[src/rtl/ema_ctrl.sv]
// ema_ctrl: exponential moving average sequencer in Q1.15.
// Computes y[n] = alpha*x[n] + (1-alpha)*y[n-1] by driving an external
// two-mode ALU (ADD/MULT, one-register latency): two MULTs, then one ADD,
// then saturates the sum into the held output y.
module ema_ctrl #(
    parameter int Win  = 16,
    parameter int Wout = 32
) (
    input  logic                   clk,
    input  logic                   rst,
    input  logic signed [Win-1:0]  sample_i,
    input  logic signed [Win:0]    alpha_i,
    input  logic                   valid_i,
    output logic                   ready_o,
    output logic signed [Win-1:0]  alu_op1_o,
    output logic signed [Win:0]    alu_op2_o,
    output logic [1:0]             alu_mode_o,
    output logic                   alu_valid_o,
    input  logic signed [Wout-1:0] alu_res_i,
    input  logic                   alu_valid_i,
    output logic signed [Win-1:0]  y_o,
    output logic                   valid_o,
    output logic                   err_o
);

    // 1.0 in Q1.15, carried in the Win+1 bit coefficient width
    localparam logic signed [Win:0]    ONE    = {2'b01, {(Win-1){1'b0}}};
    localparam logic signed [Wout-1:0] SAT_HI = Wout'((1 <<< (Win-1)) - 1);
    localparam logic signed [Wout-1:0] SAT_LO = -SAT_HI - 1;

    localparam logic [1:0] MODE_IDLE = 2'd0;
    localparam logic [1:0] MODE_ADD  = 2'd1;
    localparam logic [1:0] MODE_MULT = 2'd2;

    typedef enum logic [2:0] {
        S_IDLE,
        S_MA,
        S_MB,
        S_WB,
        S_ADD,
        S_WADD
    } state_t;

    state_t state, state_n;

    logic                  first_r;
    logic                  err_r;
    logic                  valid_r;
    logic signed [Win-1:0] y_r;
    logic signed [Win-1:0] x_r;
    logic signed [Win:0]   a_r;
    logic signed [Win:0]   b_r;
    logic signed [Win-1:0] p1_r;
    logic signed [Win-1:0] p2_r;

    logic                  accept;
    logic                  capture;
    logic signed [Win:0]   a_sel;

    // Limit the coefficient to [0, 1.0]
    function automatic logic signed [Win:0] clamp_alpha(input logic signed [Win:0] a);
        if (a < 0)
            return '0;
        else if (a > ONE)
            return ONE;
        else
            return a;
    endfunction

    // Q2.30 product back to Q1.15 by truncation (arithmetic shift by Win-1)
    function automatic logic signed [Win-1:0] rescale(input logic signed [Wout-1:0] r);
        return r[2*Win-2:Win-1];
    endfunction

    // Clip a full-width ALU sum into the signed Win-bit range
    function automatic logic signed [Win-1:0] saturate(input logic signed [Wout-1:0] r);
        if (r > SAT_HI)
            return SAT_HI[Win-1:0];
        else if (r < SAT_LO)
            return SAT_LO[Win-1:0];
        else
            return r[Win-1:0];
    endfunction

    assign accept  = (state == S_IDLE) && valid_i;
    assign capture = (state == S_MB) || (state == S_WB) || (state == S_WADD);
    // First sample after reset bypasses smoothing so y starts at x exactly
    assign a_sel   = first_r ? ONE : clamp_alpha(alpha_i);

    // Control state, output history and sticky error; all cleared by rst
    always_ff @(posedge clk) begin
        if (rst) begin
            state   <= S_IDLE;
            first_r <= 1'b1;
            err_r   <= 1'b0;
            valid_r <= 1'b0;
            y_r     <= '0;
        end else begin
            state   <= state_n;
            valid_r <= (state == S_WADD);
            if (accept)
                first_r <= 1'b0;
            if (capture && !alu_valid_i)
                err_r <= 1'b1;
            if (state == S_WADD)
                y_r <= saturate(alu_res_i);
        end
    end

    // Operand latches and partial products; qualified by state, no reset needed
    always_ff @(posedge clk) begin
        if (accept) begin
            x_r <= sample_i;
            a_r <= a_sel;
            b_r <= ONE - a_sel;
        end
        if (state == S_MB)
            p1_r <= rescale(alu_res_i);
        if (state == S_WB)
            p2_r <= rescale(alu_res_i);
    end

    // Next-state sequencing and ALU command decode
    always_comb begin
        state_n     = state;
        ready_o     = 1'b0;
        alu_op1_o   = '0;
        alu_op2_o   = '0;
        alu_mode_o  = MODE_IDLE;
        alu_valid_o = 1'b0;
        case (state)
            S_IDLE: begin
                ready_o = 1'b1;
                if (valid_i)
                    state_n = S_MA;
            end
            S_MA: begin
                alu_op1_o   = x_r;
                alu_op2_o   = a_r;
                alu_mode_o  = MODE_MULT;
                alu_valid_o = 1'b1;
                state_n     = S_MB;
            end
            S_MB: begin
                alu_op1_o   = y_r;
                alu_op2_o   = b_r;
                alu_mode_o  = MODE_MULT;
                alu_valid_o = 1'b1;
                state_n     = S_WB;
            end
            S_WB: begin
                state_n = S_ADD;
            end
            S_ADD: begin
                alu_op1_o   = p1_r;
                alu_op2_o   = {p2_r[Win-1], p2_r};
                alu_mode_o  = MODE_ADD;
                alu_valid_o = 1'b1;
                state_n     = S_WADD;
            end
            S_WADD: begin
                state_n = S_IDLE;
            end
            default: begin
                state_n = S_IDLE;
            end
        endcase
    end

    assign y_o     = y_r;
    assign valid_o = valid_r;
    assign err_o   = err_r;

endmodule

[config.mk]
export PLATFORM = sky130hd
export DESIGN_NAME = ema_ctrl
export DESIGN_NICKNAME = d
export VERILOG_FILES = /design/src/rtl/ema_ctrl.sv
export SDC_FILE = /design/constraint.sdc
export NUM_CORES = 1
export LEC_CHECK = 0
export BUFFER_PORTS_ARGS = -buffer_cell sky130_fd_sc_hd__buf_2
export CORE_MARGIN = 2
export CORE_UTILIZATION = 35
export CTS_BUF_LIST = sky130_fd_sc_hd__clkbuf_2 sky130_fd_sc_hd__clkbuf_4 sky130_fd_sc_hd__clkbuf_8
export CTS_CLUSTER_SIZE = 14
export DETAILED_ROUTE_END_ITERATION = 8
export GPL_ROUTABILITY_DRIVEN = 0
export GPL_TIMING_DRIVEN = 0
export HOLD_SLACK_MARGIN = 0.05
export PLACE_DENSITY = 0.55
export SLEW_MARGIN = 0
export SYNTH_ARGS = -nofsm -noshare
export SYNTH_HDL_FRONTEND = slang
export SYNTH_SLANG_ARGS = --single-unit
[constraint.sdc]
create_clock -name clk -period 3.5 [get_ports clk]
set_clock_uncertainty 0.2 [all_clocks]
set_input_delay 0.7 -clock clk [delete_from_list [all_inputs] [get_ports clk]]
set_output_delay 0.7 -clock clk [all_outputs]
set_load 0.005 [all_outputs]
Word-level counts from Yosys, hierarchy flattened
Index checks and enable logic that the tools add are counted.
{ "classes": {"n_addsub": 1, "order_cmp": 4, "eq_ne": 6, "mux": 12, "n_reduce_logical": 8} }
{ "op_table": {"columns": ["op", "count"], "rows": [
  ["17-bit 2-to-1 mux", 3],
  ["17-bit one-hot mux with 3 select lines", 1],
  ["16-bit one-hot mux with 3 select lines", 1],
  ["32-bit by 16-bit > comparator with 1-bit output (second input constant)", 1],
  ["32-bit by 16-bit less-than comparator with 1-bit output (second input constant)", 1],
  ["16-bit 2-to-1 mux", 2],
  ["17-bit > comparator (second input constant)", 1],
  ["17-bit by 1-bit less-than comparator with 1-bit output (second input constant)", 1],
  ["17-bit subtractor (first input constant)", 1],
  ["3-bit one-hot mux with 5 select lines", 1],
  ["3-bit by 2-bit == test with 1-bit output (second input constant)", 2],
  ["3-bit == test (second input constant)", 2],
  ["2-bit one-hot mux with 2 select lines", 1],
  ["3-bit by 1-bit == test with 1-bit output (second input constant)", 1],
  ["3-bit logical NOT", 1],
  ["3-bit 2-to-1 mux", 1],
  ["3-bit OR reduction", 1],
  ["1-bit logical AND", 2],
  ["1-bit logical OR", 2],
  ["1-bit 2-to-1 mux", 2],
  ["2-bit inequality test (second input constant)", 1],
  ["2-bit OR reduction", 1],
  ["1-bit logical NOT", 1]
]} }
{ "word_totals": {"register_bits": 104, "inputBits": 69, "out_inout_bits": 55, "word_cells": 41} }

Depth between registers and ports, before layout
{ "logic_depth": {"word_depth": 5, "mapped_depth": 10, "depth_no_buf": 9} }

Least setup slack after synthesis
No wires, ideal clock.
{ "synth_path": {"path_kind": "flip-flop to output port", "from": "register state[2]", "to": "output alu_op2_o[16]", "arrival_time_ns": 2.141, "required_time_ns": 2.600, "path_slack_ns": 0.459, "path_stages_with_launch": 4, "path_buffers": 1, "path_cell_list": "dfxtp_1 clkbuf_1 nor3b_1 a22o_1"} }
{ "synth_between": {"elab_chain_len": 2, "word_cells_on_any_way": 4, "classes_between": "3 x eq/ne; 1 x mux"} }
{ "synth_rtl": {"columns": ["element", "line_no", "source"], "rows": [
  ["start, declared", "44", "state_t state, state_n;"],
  ["start signal, assigned", "99", "state <= state_n;"],
  ["3-bit == test, or another cell as far along", "131", "case (state)"],
  ["17-bit one-hot mux with 3 select lines (*)", "131", null],
  ["end, declared", "16", "output logic signed [Win:0] alu_op2_o,"]
]} }
Mark *: on every way between the ends. The rest lies on a longest branch, timed or not.

Final worst setup path
{ "layout_path": {"from": "register state[1]", "to": "output alu_op2_o[11]"} }
The elaborated chain is that of the path after synthesis.

==> run_results.csv <==
group,metric,value,unit
run_status,status,"finished, final reports clean",
routing,vias,3574,
die,die-height,116,um
run,max_cap_violations,0,
timing,clock.fmax,298,MHz
yosys,synthTopCellsByArea,"edfxtp_1 54%, dfxtp_1 10%, a22oi_1 5.6%, nand2_1 4.9%, o21ai_0 4.0%",
setup_path,critPathMaxStageDelay,510,ps
yosys,synth-warning-count,0,
placed_design,dpl_cell_area,5280,um2
power_and_ir_drop,pwr-share-seq,56.0,%
yosys,yosysMostFrequentCell,"edfxtp_1",
finish,nNetsFinal,598,
setup_path,r2r_cells,8,
power_and_ir_drop,powerDensity,457,nW/um2
die,dieArea,13500,um2
placed_design,dpl.hpwl,9310,um
routing,wl_per_cell,17.6,um
global_route,grt_pass1_wl,18500,um
yosys,synth-edff-count,80,
setup_path,critical_path_class,"register to primary output",
power_and_ir_drop,clkPwrFrac,32.2,%
setup_path,endpoint_kind,"primary output",
timing,final.period_utilization,95.9,%
yosys,syn_nets,462,
timing,rsz0062_at_grt,"no",
power_and_ir_drop,leakagePower,0.00208,uW
yosys,avgSynthCellArea,11.3,um2
placed_design,place_ws,-73.9,ps
power_and_ir_drop,netSwitchingPower,603,uW
timing,final.min_clock_period,3360,ps
global_route,overflow,0,
setup_path,reg2reg_to,"b_r[12]",
cts,cts.sinks,102,
finish,num_antenna_cells,0,
power_and_ir_drop,p_sw_share,24.0,%
routing,dr.pass1.iters,5,
yosys,synth_seq_area_share,64.4,%
cts,clk_pin_slew,90,ps
routing,detail-route-antenna-nets,0,
timing,setup_ws,143,ps
cts,clockBufferDepth,2,
timing,max_slew_margin,41.0,%
die,initial_core_util,35.4,%
power_and_ir_drop,finalPower,2510,uW
die,die_w,116,um
power_and_ir_drop,combPwrFrac,11.8,%
global_route,antenna_found_initial,0,
cts,cts-root-buf,"clkbuf_8",
yosys,ys_async_sr_fraction,0,%
routing,via_per_inst,5.07,
cts,cts_setup_buffers,0,
worst_hold_path,hold_path.class,"register to register",
setup_path,required,2600,ps
finish,drive_above_1_share,29.5,%
die,core,12500,um2
setup_path,cpMaxStageDelayCell,"dfxtp_1",
yosys,synth_top_area_share,54.4,%
global_route,grt.total_usage,18.5,%
finish,design_area,5500,um2
routing,post-route-drc-count,0,
setup_path,path_max_fanout,10,
die,ioPinCount,124,
routing,drt-total-wl,12400,um
setup_path,regToRegStartpoint,"first_r",
setup_path,r2r_slack,1020,ps
timing,worstMarginPinSlew,884,ps
setup_path,cp_cell_sequence,"nor2b_1, clkbuf_1, clkbuf_1, a22oi_1, o21ai_0, buf_2",
yosys,synth_area_leader_cell,"edfxtp_1",
yosys,netlist_top_cells_count,"80 x edfxtp_1, 58 x nand2_1, 35 x o21ai_0, 33 x a22oi_1, 24 x nor2_1",
cts,cts-htree-levels,3,
yosys,synth-seq-cells,102,
yosys,ys.flop_type,"edfxtp_1",
global_route,grt_pass1_vias,3478,
setup_path,start_kind,"register",
cts,tritoncts,"yes",
global_route,grt_max_degree,34,
timing,drv_slew,0,
cts,clock_latency,370,ps
timing,setup_viol,0,
yosys,yosysUniqueCellTypes,45,
finish,nFillCells,1228,
yosys,syn_area,4410,um2
die,num_rows,41,
timing,final-hold-violation-count,0,
placed_design,port_buffers,123,
yosys,postSynthCellCount,392,
setup_path,crit_path_frequent_cell,"clkbuf_1",
finish,area_delta_synth_final,24.7,%
worst_hold_path,hold_start,"y_o[3]",
routing,drtIter0Drc,231,
power_and_ir_drop,p_int,1910,uW
worst_hold_path,holdPathStages,2,
setup_path,crit_arrival,2460,ps
power_and_ir_drop,vdd_ir_drop_max,177,uV
worst_hold_path,holdPathEnd,"y_o[3]",
cts,cts_buffers,9,
[cell type report]
cell class	instances	area (um2)	share of cell area [%]
multi-input cells	259	1450	26.4
clock inverters	5	75.1	1.36
clock buffers	11	139	2.52
plain buffers	24	104	1.89
inverters	7	26.3	0.477
well taps	172	215	3.91
repair buffers	125	647	11.8
flip-flops and latches	102	2840	51.7
[stage by stage]
step / hold WS (ps) / std cells / TNS (ps) / util (%)
after floorplan: 261 / 392 / 0 / -
after global placement: 253 / 687 / -421 / 42.1
after detailed placement: 266 / 689 / -89.0 / 42.4
after CTS: 279 / 705 / 0 / 44.1
after global routing: 280 / 705 / 0 / 44.1
final: 275 / 705 / 0 / 44.1
[worst max-delay path by stage]
| stage | end | slack (ps) | startpoint |
|---|---|---|---|
| 6_report | alu_op2_o[11] | 140 | state[1] |
| 3_3_place_gp | alu_op2_o[16] | -370 | state[2] |
| 5_1_grt | alu_op2_o[11] | 30 | state[1] |
| 4_1_cts | alu_op2_o[11] | 50 | state[2] |
| 2_1_floorplan | alu_op2_o[16] | 460 | state[2] |
| 3_5_place_dp | b_r[12] | -70 | alpha_i[2] |
[logic make-up (layout without fill, tap and decap cells)]
group                      Yosys count  in the layout  synth area share (%)
DFF                                102            102                  64.4
buffers and inverters               31            172                  2.95
adders and majority gates            1              1                 0.283
xor gates and xnor gates             6              6                  1.19
and+or+nand+nor                    133            133                  14.6
AOI/OAI and AO/OA                  119            119                  16.6
[power by group through the flow]
stage	combinational, uW	clock, uW	sequential [uW]
after floorplan	137	0	1430
after global routing	328	861	1420
after CTS	298	823	1410
final	296	810	1410
after global placement	286	0	1440
after detailed placement	297	0	1440
[routing by layer]
| layer | track usage [%] | wire (um) |
|---|---|---|
| met5 | 0 | 0 |
| met2 | 31.6 | 5990 |
| met1 | 23.7 | 5480 |
| met3 | 2.85 | 736 |
| met4 | 7.14 | 189 |
[state kept, by name, indices dropped and copies added, names as in the netlist]
name     count
p2_r        16
b_r         17
y_o         16
p1_r        16
a_r         15
valid_o      1
x_r         16
state        3
err_o        1
first_r      1
[timing repair]
item                                    4_1_cts  5_1_grt
resized for setup                             0        1
hold buffers                                  0        0
endpoints found under the setup margin        0       18
[critical path, delay by kind of cell, from the launching register on]
family | cells | cell delay, ps
buffers and inverters | 3 | 890
AND/OR/NAND/NOR | 1 | 170
AO/OA/AOI/OAI | 2 | 510
flip-flops | 1 | 510
[cells in the final DEF (no fill, tap or decap), types with 2 or more instances in the layout]
cell type	instances
and3_1	4
inv_1	4
nand3_1	4
edfxtp_1	80
o21ai_1	17
inv_2	3
or3_1	3
a22o_1	2
nor2_1	23
a21o_1	3
clkbuf_8	9
bufinv_16	2
clkinv_2	3
buf_6	2
nand4_1	4
nor4_1	4
nand2_1	58
clkbuf_1	18
clkbuf_4	2
nand2b_1	3
a22oi_1	33
xnor2_1	5
buf_2	128
nor2b_1	3
nand3b_1	2
dfxtp_1	22
o21ai_0	35
and2_1	11
nor3_1	6
a21oi_1	19
No activity file was read; power rests on OpenSTA's default activity.
